`config.mk`:
```
export PLATFORM = sky130hd
export DESIGN_NAME = systolic_mmu
export DESIGN_NICKNAME = d
export VERILOG_FILES = /design/src/rtl/tpu_pkg.sv /design/src/rtl/systolic_pe.sv /design/src/rtl/systolic_mmu.sv
export SDC_FILE = /design/constraint.sdc
export NUM_CORES = 1
export LEC_CHECK = 0
export CORE_AREA = 2 2 269 165
export DETAILED_ROUTE_END_ITERATION = 12
export DIE_AREA = 0 0 271 167
export GPL_TIMING_DRIVEN = 0
export HOLD_SLACK_MARGIN = 0.03
export MAX_ROUTING_LAYER = met4
export PLACE_DENSITY = 0.59
export SYNTH_ARGS = -nofsm -noshare
export SYNTH_HDL_FRONTEND = slang
export SYNTH_SLANG_ARGS = --single-unit
```
`constraint.sdc`:
```
create_clock -name clk -period 7.65 [get_ports clk]
set_input_delay 1.53 -clock clk [delete_from_list [all_inputs] [get_ports clk]]
set_output_delay 1.53 -clock clk [all_outputs]
set_load 0.005 [all_outputs]
```
`src/rtl/tpu_pkg.sv`:
```
// Shared widths, FSM state encoding and output framing constants for the
// systolic matrix-multiply unit.
package tpu_pkg;

    localparam int DATA_W    = 8;
    localparam int ACC_W     = 17;
    localparam int RES_W     = 16;
    localparam int OUT_BYTES = 8;

    typedef enum logic [2:0] {
        IDLE,
        LOAD,
        COMPUTE,
        OUTPUT,
        DONE
    } state_t;

endpackage

```
`src/rtl/systolic_pe.sv`:
```
// Weight-stationary processing element: holds one weight, multiply-adds the
// incoming activation into the partial sum and forwards both registered.
module systolic_pe
    import tpu_pkg::*;
(
    input  logic                     clk,
    input  logic                     rst,
    input  logic                     clr,
    input  logic                     w_load,
    input  logic signed [DATA_W-1:0] w_in,
    input  logic signed [DATA_W-1:0] a_in,
    input  logic signed [ACC_W-1:0]  sum_in,
    output logic signed [DATA_W-1:0] a_out,
    output logic signed [ACC_W-1:0]  sum_out,
    output logic signed [ACC_W-1:0]  sum_nxt
);

    logic signed [DATA_W-1:0]   w_q;
    logic signed [2*DATA_W-1:0] prod;

    always_comb begin
        prod    = a_in * w_q;
        sum_nxt = sum_in + ACC_W'(prod);
    end

    always_ff @(posedge clk) begin
        if (rst) begin
            w_q     <= '0;
            a_out   <= '0;
            sum_out <= '0;
        end else begin
            if (w_load)
                w_q <= w_in;
            if (clr) begin
                a_out   <= '0;
                sum_out <= '0;
            end else begin
                a_out   <= a_in;
                sum_out <= sum_nxt;
            end
        end
    end

endmodule

```
`src/rtl/systolic_mmu.sv`:
```
// 2x2 weight-stationary systolic multiply C = A*W with byte-serial result output.
// Build option: define SATURATE_EN to clamp column sums instead of wrapping them.
module systolic_mmu
    import tpu_pkg::*;
(
    input  logic              clk,
    input  logic              rst,
    input  logic              start,
    input  logic [DATA_W-1:0] weight_1,
    input  logic [DATA_W-1:0] weight_2,
    input  logic [DATA_W-1:0] weight_3,
    input  logic [DATA_W-1:0] weight_4,
    input  logic [DATA_W-1:0] mat_1,
    input  logic [DATA_W-1:0] mat_2,
    input  logic [DATA_W-1:0] mat_3,
    input  logic [DATA_W-1:0] mat_4,
    output logic [7:0]        out_data,
    output logic              out_valid,
    input  logic              out_ready,
    output logic              busy,
    output logic              done
);

    state_t                   state, state_nxt;
    logic [1:0]               cnt;
    logic [2:0]               idx;
    logic signed [DATA_W-1:0] mat_q [4];
    logic signed [DATA_W-1:0] feed_r0, feed_r1;
    logic signed [DATA_W-1:0] pe_a   [4];
    logic signed [ACC_W-1:0]  pe_sum [4];
    logic signed [ACC_W-1:0]  pe_nxt [4];
    logic signed [ACC_W-1:0]  col0_dly;
    logic [4*RES_W-1:0]       res_q, res_d;
    logic                     accept, last_step, pe_clr, w_load;

    function automatic logic [RES_W-1:0] reduce(input logic signed [ACC_W-1:0] s);
`ifdef SATURATE_EN
        if (s > 17'sd32767)
            return 16'h7FFF;
        else if (s < -17'sd32768)
            return 16'h8000;
        else
            return RES_W'(s);
`else
        return RES_W'(s);
`endif
    endfunction

    function automatic logic [7:0] pick(input logic [4*RES_W-1:0] r, input logic [2:0] i);
        return r[{~i, 3'b000} +: 8];
    endfunction

    assign accept    = out_valid && out_ready;
    assign last_step = (state == COMPUTE) && (cnt == 2'd3);
    assign pe_clr    = (state != COMPUTE);
    assign w_load    = (state == LOAD);

    // Row 0 takes a[i][0] at step i, row 1 takes a[i][1] one step later.
    always_comb begin
        feed_r0 = '0;
        feed_r1 = '0;
        case (cnt)
            2'd0: feed_r0 = mat_q[0];
            2'd1: begin
                feed_r0 = mat_q[2];
                feed_r1 = mat_q[1];
            end
            2'd2: feed_r1 = mat_q[3];
            default: ;
        endcase
    end

    systolic_pe u_pe00 (.clk(clk), .rst(rst), .clr(pe_clr), .w_load(w_load),
        .w_in(weight_1), .a_in(feed_r0), .sum_in('0),
        .a_out(pe_a[0]), .sum_out(pe_sum[0]), .sum_nxt(pe_nxt[0]));
    systolic_pe u_pe01 (.clk(clk), .rst(rst), .clr(pe_clr), .w_load(w_load),
        .w_in(weight_2), .a_in(pe_a[0]), .sum_in('0),
        .a_out(pe_a[1]), .sum_out(pe_sum[1]), .sum_nxt(pe_nxt[1]));
    systolic_pe u_pe10 (.clk(clk), .rst(rst), .clr(pe_clr), .w_load(w_load),
        .w_in(weight_3), .a_in(feed_r1), .sum_in(pe_sum[0]),
        .a_out(pe_a[2]), .sum_out(pe_sum[2]), .sum_nxt(pe_nxt[2]));
    systolic_pe u_pe11 (.clk(clk), .rst(rst), .clr(pe_clr), .w_load(w_load),
        .w_in(weight_4), .a_in(pe_a[2]), .sum_in(pe_sum[1]),
        .a_out(pe_a[3]), .sum_out(pe_sum[3]), .sum_nxt(pe_nxt[3]));

    // At the last step c00 has already left column 0 (held in col0_dly) and
    // c11 is still forming inside the bottom-right PE.
    assign res_d = {reduce(col0_dly), reduce(pe_sum[3]), reduce(pe_sum[2]), reduce(pe_nxt[3])};

    always_comb begin
        state_nxt = state;
        case (state)
            IDLE:    if (start) state_nxt = LOAD;
            LOAD:    state_nxt = COMPUTE;
            COMPUTE: if (cnt == 2'd3) state_nxt = OUTPUT;
            OUTPUT:  if (accept && idx == 3'(OUT_BYTES - 1)) state_nxt = DONE;
            DONE:    state_nxt = IDLE;
            default: state_nxt = IDLE;
        endcase
    end

    always_ff @(posedge clk) begin
        if (rst)
            state <= IDLE;
        else
            state <= state_nxt;
    end

    always_ff @(posedge clk) begin
        if (rst) begin
            cnt       <= '0;
            idx       <= '0;
            busy      <= 1'b0;
            out_valid <= 1'b0;
            done      <= 1'b0;
            out_data  <= '0;
            res_q     <= '0;
            col0_dly  <= '0;
            mat_q     <= '{default: '0};
        end else begin
            busy      <= (state_nxt == LOAD) || (state_nxt == COMPUTE) || (state_nxt == OUTPUT);
            out_valid <= (state_nxt == OUTPUT);
            done      <= (state_nxt == DONE);
            cnt       <= (state == COMPUTE) ? cnt + 2'd1 : '0;
            col0_dly  <= (state == COMPUTE) ? pe_sum[2] : '0;

            if (state == LOAD) begin
                mat_q[0] <= mat_1;
                mat_q[1] <= mat_2;
                mat_q[2] <= mat_3;
                mat_q[3] <= mat_4;
            end

            if (last_step)
                res_q <= res_d;

            if (state == COMPUTE)
                idx <= '0;
            else if (accept)
                idx <= idx + 3'd1;

            if (last_step)
                out_data <= pick(res_d, 3'd0);
            else if (state_nxt != OUTPUT)
                out_data <= '0;
            else if (accept)
                out_data <= pick(res_q, idx + 3'd1);
        end
    end

endmodule

```
==> results of run 1 <==
## flip-flops by register name, indices dropped and copies added (netlist names), 8 cells and up
| name | flops |
|---|---|
| u_pe00.sum_out | 16 |
| mat_q | 32 |
| u_pe00.a_out | 8 |
| res_q | 64 |
| u_pe10.a_out | 8 |
| u_pe00.w_q | 8 |
| u_pe01.w_q | 8 |
| u_pe10.w_q | 8 |
| u_pe11.w_q | 8 |
| u_pe11.sum_out | 16 |
| u_pe10.sum_out | 16 |
| out_data | 8 |
| u_pe01.sum_out | 16 |
| col0_dly | 16 |
## per-layer routing
metal / vias up / GRT usage [%] / routed length, um
met2: 302 / 33.2 / 19500
met4: 0 / 4.08 / 867
met1: 6979 / 33.4 / 23700
met3: 46 / 4.40 / 3270
met5: - / - / 0
li1: 6664 / - / -
## cells in the final DEF, fill, tap and decap left out, types with 6 or more instances in the layout
| cell type | netlist | final |
|---|---|---|
| nand2_1 | 361 | 361 |
| nor2_1 | 73 | 73 |
| a211oi_1 | 11 | 11 |
| inv_1 | 307 | 307 |
| a21oi_1 | 151 | 151 |
| mux4_2 | 16 | 16 |
| o21a_1 | 9 | 9 |
| xnor2_1 | 45 | 45 |
| a22oi_1 | 14 | 14 |
| fa_1 | 252 | 252 |
| nand2b_1 | 24 | 24 |
| nor3_1 | 20 | 20 |
| dfxtp_1 | 243 | 243 |
| nor2b_1 | 42 | 42 |
| mux2i_1 | 10 | 10 |
| buf_2 | 15 | 15 |
| clkbuf_1 | 53 | 56 |
| ha_1 | 138 | 138 |
| clkbuf_16 | 0 | 25 |
| o21ai_0 | 25 | 25 |
| or2_2 | 10 | 10 |
| xor2_1 | 15 | 15 |
| and2_1 | 161 | 161 |
| a21o_1 | 8 | 8 |
| a311oi_2 | 8 | 8 |
| clkdlybuf4s50_1 | 0 | 77 |
| a31oi_1 | 6 | 6 |
## power groups by stage
| stage | clock [mW] | combinational, mW | sequential [mW] |
|---|---|---|---|
| finish | 1.35 | 0.277 | 1.31 |
| global route | 1.42 | 0.312 | 1.32 |
| global placement | 0 | 0.273 | 1.34 |
| CTS | 1.37 | 0.279 | 1.31 |
| detailed placement | 0 | 0.277 | 1.34 |
| floorplan | 0 | 0.168 | 1.33 |
## cells by family after synthesis
| group | Yosys count |
|---|---|
| multiplexers | 27 |
| buffers and inverters | 383 |
| flip-flops | 243 |
| AO/OA/AOI/OAI | 251 |
| adder cells (fa/ha/maj) | 390 |
| XOR/XNOR | 61 |
| AND/OR/NAND/NOR | 713 |
## stage by stage
stage / std cells / hold slack (ns) / setup WS [ns]
3_3_place_gp: 2724 / 0.429 / 1.15
5_1_grt: 2770 / 0.458 / 0.408
3_5_place_dp: 2724 / 0.435 / 1.06
2_1_floorplan: 2068 / 0.417 / 2.11
6_report: 2770 / 0.435 / 1.02
4_1_cts: 2768 / 0.440 / 1.00
## worst reg2reg max path, cell delays in order, from the launching register on
cell and delay [ns]:
dfxtp_1 0.34, inv_1 0.09, ha_1 0.14, clkbuf_1 0.31, a22oi_1 0.21, nor2b_1 0.65, and2_1 0.59, inv_1 0.12
fa_1 0.50, inv_1 0.05, fa_1 0.50, fa_1 0.57, fa_1 0.42, fa_1 0.44, ha_1 0.23, nor2_1 0.14
a21boi_0 0.29, o21ai_0 0.14, a31oi_1 0.37, nor4_1 0.08, or3_1 0.33
## layout make-up
cell class / instances / area [um2] / share of cell area [%]
Buffer: 76 / 334 / 1.56
Antenna cell: 2 / 5.00 / 0.0234
Tap cell: 579 / 724 / 3.38
Clock inverter: 12 / 196 / 0.918
Clock buffer: 32 / 692 / 3.23
Timing Repair Buffer: 77 / 771 / 3.60
Multi-Input combinational cell: 1442 / 12700 / 59.2
Sequential cell: 243 / 4860 / 22.7
Inverter: 307 / 1150 / 5.38
## worst max-delay path by stage
stage | end | cells past startpoint | from
finish | u_pe10.sum_out[14] | 20 | cnt[0]
global route | u_pe10.sum_out[14] | 20 | cnt[0]
CTS | u_pe10.sum_out[14] | 20 | cnt[0]
detailed placement | u_pe10.sum_out[14] | 20 | cnt[0]
global placement | u_pe10.sum_out[14] | 20 | cnt[0]
floorplan | u_pe10.sum_out[14] | 19 | cnt[0]
==> impl_metrics.py, run 1 <==
metrics = {
    "global_routing": {
        "grt_overflow": 0,
        "grtUsageTotal_pct": 22.9,
        "grt_pass1_vias": 14900,
        "antenna_found_initial": 1,
        "grt_max_degree": 16,
        "grt_pass1_wl_um": 79500,
    },
    "logic_synthesis": {
        "synth_fp_nets": 2526,
        "yosysMostFrequentCell": "nand2_1",
        "yosysTopAreaCell": "fa_1",
        "synth_cell_types": 53,
        "synth.mux.area_fraction_pct": 2.48,
        "synthSimpleGateAreaFrac_pct": 17.7,
        "synth_flop_cell": "dfxtp_1",
        "ys_seq_area_share_pct": 25.6,
        "synthTopCellsByArea": "fa_1 27%, dfxtp_1 26%, ha_1 9.1%",
        "synth_area_um2": 19000,
        "synth_commonest_cells": "361 x nand2_1, 307 x inv_1, 252 x fa_1",
        "synth_adder_area_share_pct": 35.6,
        "ys_seq_elements": 243,
        "synth_top_family_by_area": "adder cells",
        "synth_edf_count": 0,
        "yosys.area.top_type_share_pct": 26.5,
        "synth_xor_area_share_pct": 2.88,
        "avgSynthCellArea_um2": 9.20,
        "synth-async-reset-ratio_pct": 0,
        "synth_compound_area_share_pct": 7.92,
        "synth_cells": 2068,
        "yosys_warnings": 0,
    },
    "pwr": {
        "internal-power_mw": 2.21,
        "power.total_mw": 2.94,
        "clkPwrFrac_pct": 45.9,
        "pwr-share-seq_pct": 44.7,
        "p_leak_nw": 9.44,
        "power.density_nw_per_um2": 137,
        "switching_share_pct": 25.0,
        "p_switching_mw": 0.737,
        "p_comb_share_pct": 9.4,
        "irDropWorstVdd_v": 0.000129,
    },
    "min_path": {
        "hold_end": "res_q[42]",
        "worstHoldPathType": "flip-flop to flip-flop",
        "whs_path_depth": 2,
        "holdCritStartpoint": "u_pe11.sum_out[10]",
    },
    "timing": {
        "rsz0062_at_grt": "false",
        "relSlewSlack_pct": 10.7,
        "setup_tns_ns": 0,
        "final-setup-viol-count": 0,
        "drv_slew": 0,
        "finClkSkew_ns": 0.0171,
        "hold_violations": 0,
        "clock.fmax_ghz": 0.151,
        "post-route-period-util_pct": 86.7,
        "fin_crit_ns": 6.63,
        "worstMarginPinSlew_ns": 1.33,
    },
    "clock_network": {
        "cts_tree": "done",
        "cts_setup_buffers": 0,
        "cts_buffers": 24,
        "htree_num_levels": 1,
        "ctsResizeCount": 0,
        "clkLatencyLatePin_ns": 0.55,
        "root_buffer": "clkbuf_16",
        "hold_buffers": 0,
        "cts.sinks": 243,
        "clk_pin_slew_worst_paths_ns": 0.07,
        "cts_buffer_depth": 3,
    },
    "worst_setup_path": {
        "arrival_ns": 7.05,
        "path_class": "flip-flop to flip-flop",
        "worstPathRequired_ns": 8.07,
        "cp_top_family": "adder cells",
        "cp_cell_sequence": "inv_1 -> ha_1 -> clkbuf_1 -> a22oi_1 -> nor2b_1 -> and2_1 -> inv_1 -> fa_1 -> inv_1 -> fa_1 -> fa_1 -> fa_1 -> fa_1 -> ha_1 -> nor2_1 -> a21boi_0 -> o21ai_0 -> a31oi_1 -> nor4_1 -> or3_1",
        "crit_path_frequent_cell": "fa_1",
        "worst-r2r-setup-slack_ns": 1.02,
        "r2r_cells": 20,
        "cp-end-kind": "flip-flop",
        "cpMaxStageDelayCell": "nor2b_1",
        "crit_buf_inv": 4,
        "reg2reg_from": "cnt[0]",
        "cpPeakStageDelay_ns": 0.65,
        "r2r-end": "u_pe10.sum_out[14]",
        "worst-path-max-fanout": 9,
        "start_kind": "flip-flop",
    },
    "layout": {
        "nFillCells": 3997,
        "final_cell_area_um2": 21400,
        "drive_gt1_share_pct": 4.57,
        "final_util_pct": 50.1,
        "synthToLayoutAreaGrowth_pct": 12.6,
        "final_nets": 2629,
    },
    "placed_design": {
        "place_area_um2": 20500,
        "place_congestion": 0.901,
        "io_buffers": 77,
        "post-dp-hpwl_um": 38800,
    },
    "routing": {
        "postRouteAntennaNets": 0,
        "vias": 14000,
        "first_pass_iters": 5,
        "drt-total-wl_um": 47400,
        "wl_per_cell_um": 17.1,
        "routed_via_density": 5.05,
        "drcViolationCount": 0,
        "drtIter0Drc": 829,
    },
    "floorplanning": {
        "die-area_um2": 45300,
        "core_um2": 42700,
        "fp.dieW_um": 271,
        "initial_core_util_pct": 44.5,
        "io_pins": 79,
        "die_y_um": 167,
        "num_rows": 59,
    },
    "run_status": {
        "status": "finished, final reports clean",
    },
    "job": {
        "drv_cap": 0,
    },
}
Power figures use the tool's default switching activity.
==> run 2, diff against run 1 <==
--- a/config.mk
+++ b/config.mk
@@ -5,13 +5,15 @@
 export SDC_FILE = /design/constraint.sdc
 export NUM_CORES = 1
 export LEC_CHECK = 0
-export CORE_AREA = 2 2 269 165
+export CORE_AREA = 2 2 255 157
 export DETAILED_ROUTE_END_ITERATION = 12
-export DIE_AREA = 0 0 271 167
+export DIE_AREA = 0 0 257 159
 export GPL_TIMING_DRIVEN = 0
 export HOLD_SLACK_MARGIN = 0.03
 export MAX_ROUTING_LAYER = met4
-export PLACE_DENSITY = 0.59
+export PLACE_DENSITY = 0.64
+export SLEW_MARGIN = 5
 export SYNTH_ARGS = -nofsm -noshare
 export SYNTH_HDL_FRONTEND = slang
 export SYNTH_SLANG_ARGS = --single-unit
+export TNS_END_PERCENT = 30
==> run 2 against run 1 <==
Register-to-register slack improved by 0.07 ns. Clock-buffer cell count unchanged. Total power decreased by 2.2%. Hold slack improved by 0.0050 ns. First-iteration DRC count increased by 0.72%. Die area decreased by 9.7%. Routed wire length decreased by 0.64%. Final area decreased by 0.53%. Critical path type unchanged. Largest cell class unchanged. Highest routed layer unchanged.
==> impl_metrics.py, run 2 (synthesis results as in run 1) <==
metrics = {
    "run_status": {
        "status": "finished, final reports clean",
    },
    "worst_setup_path": {
        "arrival_ns": 6.98,
        "path_class": "flip-flop to flip-flop",
        "worstPathRequired_ns": 8.06,
        "worst-path-max-fanout": 9,
        "start_kind": "flip-flop",
        "worst-r2r-setup-slack_ns": 1.09,
        "cp-end-kind": "flip-flop",
    },
    "floorplanning": {
        "fp.dieW_um": 257,
        "die_y_um": 159,
        "die-area_um2": 40900,
        "initial_core_util_pct": 49.4,
        "num_rows": 56,
        "core_um2": 38500,
        "io_pins": 79,
    },
    "layout": {
        "final_cell_mix": "361 x nand2_1, 307 x inv_1, 252 x fa_1",
        "reg_top3": "res_q x64, mat_q x32",
        "final_cell_area_um2": 21300,
        "final_nets": 2629,
        "drive_gt1_share_pct": 4.48,
        "largest_reg_flops": 64,
        "synthToLayoutAreaGrowth_pct": 12.0,
        "mostFrequentLayoutCell": "nand2_1",
        "top_register": "res_q",
    },
    "clock_network": {
        "root_buffer": "clkbuf_16",
        "cts_buffer_depth": 3,
        "clk_pin_slew_worst_paths_ns": 0.07,
        "cts.sinks": 243,
        "cts_buffers": 24,
        "ctsResizeCount": 0,
        "clkLatencyLatePin_ns": 0.54,
        "hold_buffers": 0,
        "cts_tree": "done",
        "htree_num_levels": 1,
        "cts_setup_buffers": 0,
    },
    "timing": {
        "post-route-period-util_pct": 85.8,
        "worstMarginPinSlew_ns": 1.22,
        "clock.fmax_ghz": 0.152,
        "setup_tns_ns": 0,
        "holdWs_ns": 0.440,
        "finClkSkew_ns": 0.0133,
        "rsz0062_at_grt": "false",
        "final-setup-viol-count": 0,
        "layout_setup_ws_ns": 1.09,
        "fin_crit_ns": 6.56,
        "drv_slew": 0,
        "hold_violations": 0,
        "relSlewSlack_pct": 18.4,
    },
    "global_routing": {
        "grt_max_degree": 15,
        "grt_pass1_wl_um": 78300,
        "antenna_found_initial": 0,
        "grtUsageTotal_pct": 24.9,
        "grt_overflow": 0,
        "grt_pass1_vias": 14700,
    },
    "placed_design": {
        "place_area_um2": 20400,
        "post-dp-hpwl_um": 38600,
        "io_buffers": 77,
        "place_congestion": 0.917,
        "dp_slack_ns": 1.15,
    },
    "pwr": {
        "power.total_mw": 2.88,
        "p_leak_nw": 9.43,
        "irDropWorstVdd_v": 0.000145,
        "power.density_nw_per_um2": 135,
    },
    "min_path": {
        "worstHoldPathType": "flip-flop to flip-flop",
    },
    "routing": {
        "routed_via_density": 5.18,
        "postRouteAntennaNets": 0,
        "drt-total-wl_um": 47100,
        "vias": 14100,
        "first_pass_iters": 5,
        "drtIter0Drc": 835,
        "drcViolationCount": 0,
        "wl_per_cell_um": 17.4,
    },
    "job": {
        "drv_cap": 0,
    },
}
==> run 2: cell types whose count changed in the layout (fill, tap and decap cells not counted) <==
| cell | previous run | this run |
|---|---|---|
| diode_2 | 2 | 1 |
| clkinvlp_4 | 3 | 1 |
| clkinv_2 | 3 | 4 |
| bufinv_16 | 5 | 4 |
==> run 2: final cells by class <==
cell class	count	area, um2
fill	3450	17200
clock inverter	10	156
sequential	243	4860
clock buffer	32	692
inverter	307	1150
antenna	1	2.50
tap	522	653
timing repair buffer	77	771
buffer	76	334
multi-input combinational	1442	12700
==> run 2: per-stage QoR <==
stage | std cells | utilization [%]
floorplan | 2068 | -
global placement | 2667 | 53.1
detailed placement | 2667 | 53.1
CTS | 2709 | 55.3
global route | 2709 | 55.3
finish | 2710 | 55.4
==> run 2: path summary, 6_finish.rpt <==
kind / from / to / cells after the start
min: u_pe11.sum_out[9] / res_q[41] / 2
max reg2reg: cnt[0] / u_pe10.sum_out[14] / 20
min reg2reg: u_pe11.sum_out[9] / res_q[41] / 2
max: cnt[0] / u_pe10.sum_out[14] / 20
==> run 2: critical path, stage by stage (launching register included) <==
cell and delay (ns):
dfxtp_1 0.34, inv_1 0.09, ha_1 0.14, clkbuf_1 0.34
a22oi_1 0.20, nor2b_1 0.62, and2_1 0.60, inv_1 0.12
fa_1 0.50, inv_1 0.05, fa_1 0.49, fa_1 0.57
fa_1 0.44, fa_1 0.44, ha_1 0.23, nor2_1 0.14
a21boi_0 0.28, o21ai_0 0.15, a31oi_1 0.33, nor4_1 0.07
or3_1 0.33
==> run 2: routing by layer <==
| layer | global-route usage, % | up-vias | routed length (um) | part of all wire (%) |
|---|---|---|---|---|
| met1 | 35.2 | 6975 | 22100 | 47 |
| li1 | - | 6639 | - | - |
| met4 | 4.44 | 0 | 841 | 1.8 |
| met3 | 6.18 | 54 | 4240 | 9.0 |
| met5 | - | - | 0 | 0 |
| met2 | 36.7 | 382 | 19900 | 42 |
==> run 2: where the power goes <==
group	internal, mW	switching [mW]
clock network	0.769	0.517
registers	1.29	0.0265
logic	0.112	0.166
total	2.17	0.709
==> run 3, diff against run 2 <==
--- a/config.mk
+++ b/config.mk
@@ -6,6 +6,7 @@
 export NUM_CORES = 1
 export LEC_CHECK = 0
 export CORE_AREA = 2 2 255 157
+export CTS_BUF_LIST = sky130_fd_sc_hd__clkbuf_8
 export DETAILED_ROUTE_END_ITERATION = 12
 export DIE_AREA = 0 0 257 159
 export GPL_TIMING_DRIVEN = 0
==> run 3 against run 2 <==
Die area did not move. Critical path depth stayed put. Sequential power about the same. Fmax barely moved. Hold slack got worse by 0.00070 ns. Sequential share of layout area about the same. Setup slack lost 0.0055 ns. Sequential cell count stayed put. Routed wire length is 0.14% lower. Clock skew up 0.012 ns. Combinational power about the same. Critical path type unchanged.
==> impl_metrics.py, run 3 (synthesis results as in run 1) <==
metrics = {
    "worst_setup_path": {
        "cpMaxStageDelayCell": "nor2b_1",
        "r2r_cells": 20,
        "start_kind": "flip-flop",
        "r2r-end": "u_pe10.sum_out[14]",
        "arrival_ns": 6.99,
        "worstPathRequired_ns": 8.07,
        "worst-path-max-fanout": 9,
        "cp_top_family": "adder cells",
        "worst-r2r-setup-slack_ns": 1.08,
        "cp_cell_sequence": "inv_1 -> ha_1 -> clkbuf_1 -> a22oi_1 -> nor2b_1 -> and2_1 -> inv_1 -> fa_1 -> inv_1 -> fa_1 -> fa_1 -> fa_1 -> fa_1 -> ha_1 -> nor2_1 -> a21boi_0 -> o21ai_0 -> a31oi_1 -> nor4_1 -> or3_1",
        "crit_path_frequent_cell": "fa_1",
        "path_class": "flip-flop to flip-flop",
        "crit_buf_inv": 4,
        "cpPeakStageDelay_ns": 0.62,
        "cp-end-kind": "flip-flop",
        "reg2reg_from": "cnt[0]",
    },
    "timing": {
        "worstMarginPinSlew_ns": 1.23,
        "layout_setup_ws_ns": 1.08,
        "hold_violations": 0,
        "finClkSkew_ns": 0.0251,
        "setup_tns_ns": 0,
        "final-setup-viol-count": 0,
        "rsz0062_at_grt": "false",
        "relSlewSlack_pct": 17.5,
        "fin_crit_ns": 6.57,
        "drv_slew": 0,
        "post-route-period-util_pct": 85.9,
        "clock.fmax_ghz": 0.152,
    },
    "clock_network": {
        "clk_pin_slew_worst_paths_ns": 0.06,
        "ctsResizeCount": 0,
        "cts_buffer_depth": 3,
        "cts_setup_buffers": 0,
        "htree_num_levels": 2,
        "cts.sinks": 243,
        "cts_buffers": 38,
        "cts_tree": "done",
        "clkLatencyLatePin_ns": 0.56,
        "root_buffer": "clkbuf_8",
        "hold_buffers": 0,
    },
    "placed_design": {
        "dp_slack_ns": 1.15,
        "dp.cells": 2667,
        "place_congestion": 0.917,
        "io_buffers": 77,
        "post-dp-hpwl_um": 38600,
    },
    "routing": {
        "dr.max_layer_used": "met4",
        "routed_via_density": 5.20,
        "drt-total-wl_um": 47000,
        "wl_met1_um": 22600,
        "drcViolationCount": 0,
        "drtIter0Drc": 929,
        "wl_per_cell_um": 17.2,
        "vias": 14200,
        "detailroute.wirelength.met2_um": 19800,
        "wl_met3_um": 3810,
        "first_pass_iters": 5,
        "postRouteAntennaNets": 0,
    },
    "pwr": {
        "power.total_mw": 2.80,
        "irDropWorstVdd_v": 0.000102,
        "power.density_nw_per_um2": 131,
        "p_leak_nw": 9.47,
    },
    "layout": {
        "mostFrequentLayoutCell": "nand2_1",
        "n_antenna_cell": 0,
        "drive_gt1_share_pct": 5.34,
        "final_cell_mix": "361 x nand2_1, 313 x inv_1, 252 x fa_1",
        "final_util_pct": 55.3,
        "reg_top3": "res_q x64, mat_q x32",
        "stdcell_count": 2732,
        "synthToLayoutAreaGrowth_pct": 11.9,
        "largest_reg_flops": 64,
        "final_nets": 2643,
        "top_register": "res_q",
    },
    "job": {
        "drv_cap": 0,
    },
    "min_path": {
        "worstHoldPathType": "flip-flop to flip-flop",
        "holdCritStartpoint": "u_pe11.sum_out[7]",
        "whs_path_depth": 2,
        "hold_end": "res_q[39]",
    },
    "floorplanning": {
        "io_pins": 79,
        "die-area_um2": 40900,
        "num_rows": 56,
        "core_um2": 38500,
        "die_y_um": 159,
        "fp.dieW_um": 257,
        "initial_core_util_pct": 49.4,
    },
    "global_routing": {
        "grt_pass1_wl_um": 78200,
        "grt_pass1_vias": 14800,
        "antenna_found_initial": 2,
        "grt_overflow": 0,
        "grtUsageTotal_pct": 25.0,
        "grt_max_degree": 11,
    },
    "run_status": {
        "status": "finished, final reports clean",
    },
}
-- run 3: cell count changes in the layout (fill, tap and decap cells not counted) --
cell	previous run	this run
clkbuf_8	4	56
diode_2	1	0
bufinv_16	4	1
clkbuf_16	25	0
clkbuf_1	56	53
inv_1	307	313
clkinvlp_4	1	0
clkinv_2	4	2
inv_6	1	0
-- run 3: layout make-up --
class	instances	area [um2]
Multi-Input combinational cell	1442	12700
Fill cell	3487	17200
Timing Repair Buffer	77	771
Tap cell	522	653
Sequential cell	243	4860
Inverter	307	1150
Clock buffer	56	771
Clock inverter	9	62.6
Buffer	76	334
-- run 3: worst register-to-register path, stage by stage (launching register included) --
cell	delay [ns]
dfxtp_1	0.34
inv_1	0.09
ha_1	0.14
clkbuf_1	0.33
a22oi_1	0.20
nor2b_1	0.62
and2_1	0.60
inv_1	0.12
fa_1	0.50
inv_1	0.05
fa_1	0.49
fa_1	0.57
fa_1	0.43
fa_1	0.44
ha_1	0.23
nor2_1	0.14
a21boi_0	0.28
o21ai_0	0.15
a31oi_1	0.34
nor4_1	0.07
or3_1	0.32
-- run 3: power breakdown --
group	internal [mW]	leakage (nW)	switching, mW
logic	0.112	7.05	0.166
registers	1.29	1.96	0.0262
clock network	0.675	0.457	0.528
total	2.07	9.47	0.720
-- run 3: worst max path at each step --
| stage | startpoint | end | slack [ns] | cells after the start |
|---|---|---|---|---|
| after CTS | cnt[0] | u_pe10.sum_out[14] | 1.09 | 20 |
| after global placement | cnt[0] | u_pe10.sum_out[14] | 1.17 | 20 |
| final | cnt[0] | u_pe10.sum_out[14] | 1.08 | 20 |
| after floorplan | cnt[0] | u_pe10.sum_out[14] | 2.11 | 19 |
| after detailed placement | cnt[0] | u_pe10.sum_out[14] | 1.15 | 20 |
| after global routing | cnt[0] | u_pe10.sum_out[14] | 0.57 | 20 |
-- run 3: stage by stage --
| step | instance area (um2) | hold WS (ns) |
|---|---|---|
| floorplan | 19000 | 0.417 |
| global placement | 20400 | 0.427 |
| detailed placement | 20400 | 0.436 |
| CTS | 21300 | 0.442 |
| global route | 21300 | 0.461 |
| finish | 21300 | 0.439 |
-- run 3: layer usage --
metal	global-route usage, %	vias to the layer above
li1	-	6675
met4	5.05	0
met3	5.99	54
met1	35.5	7089
met2	36.5	375
met5	-	-
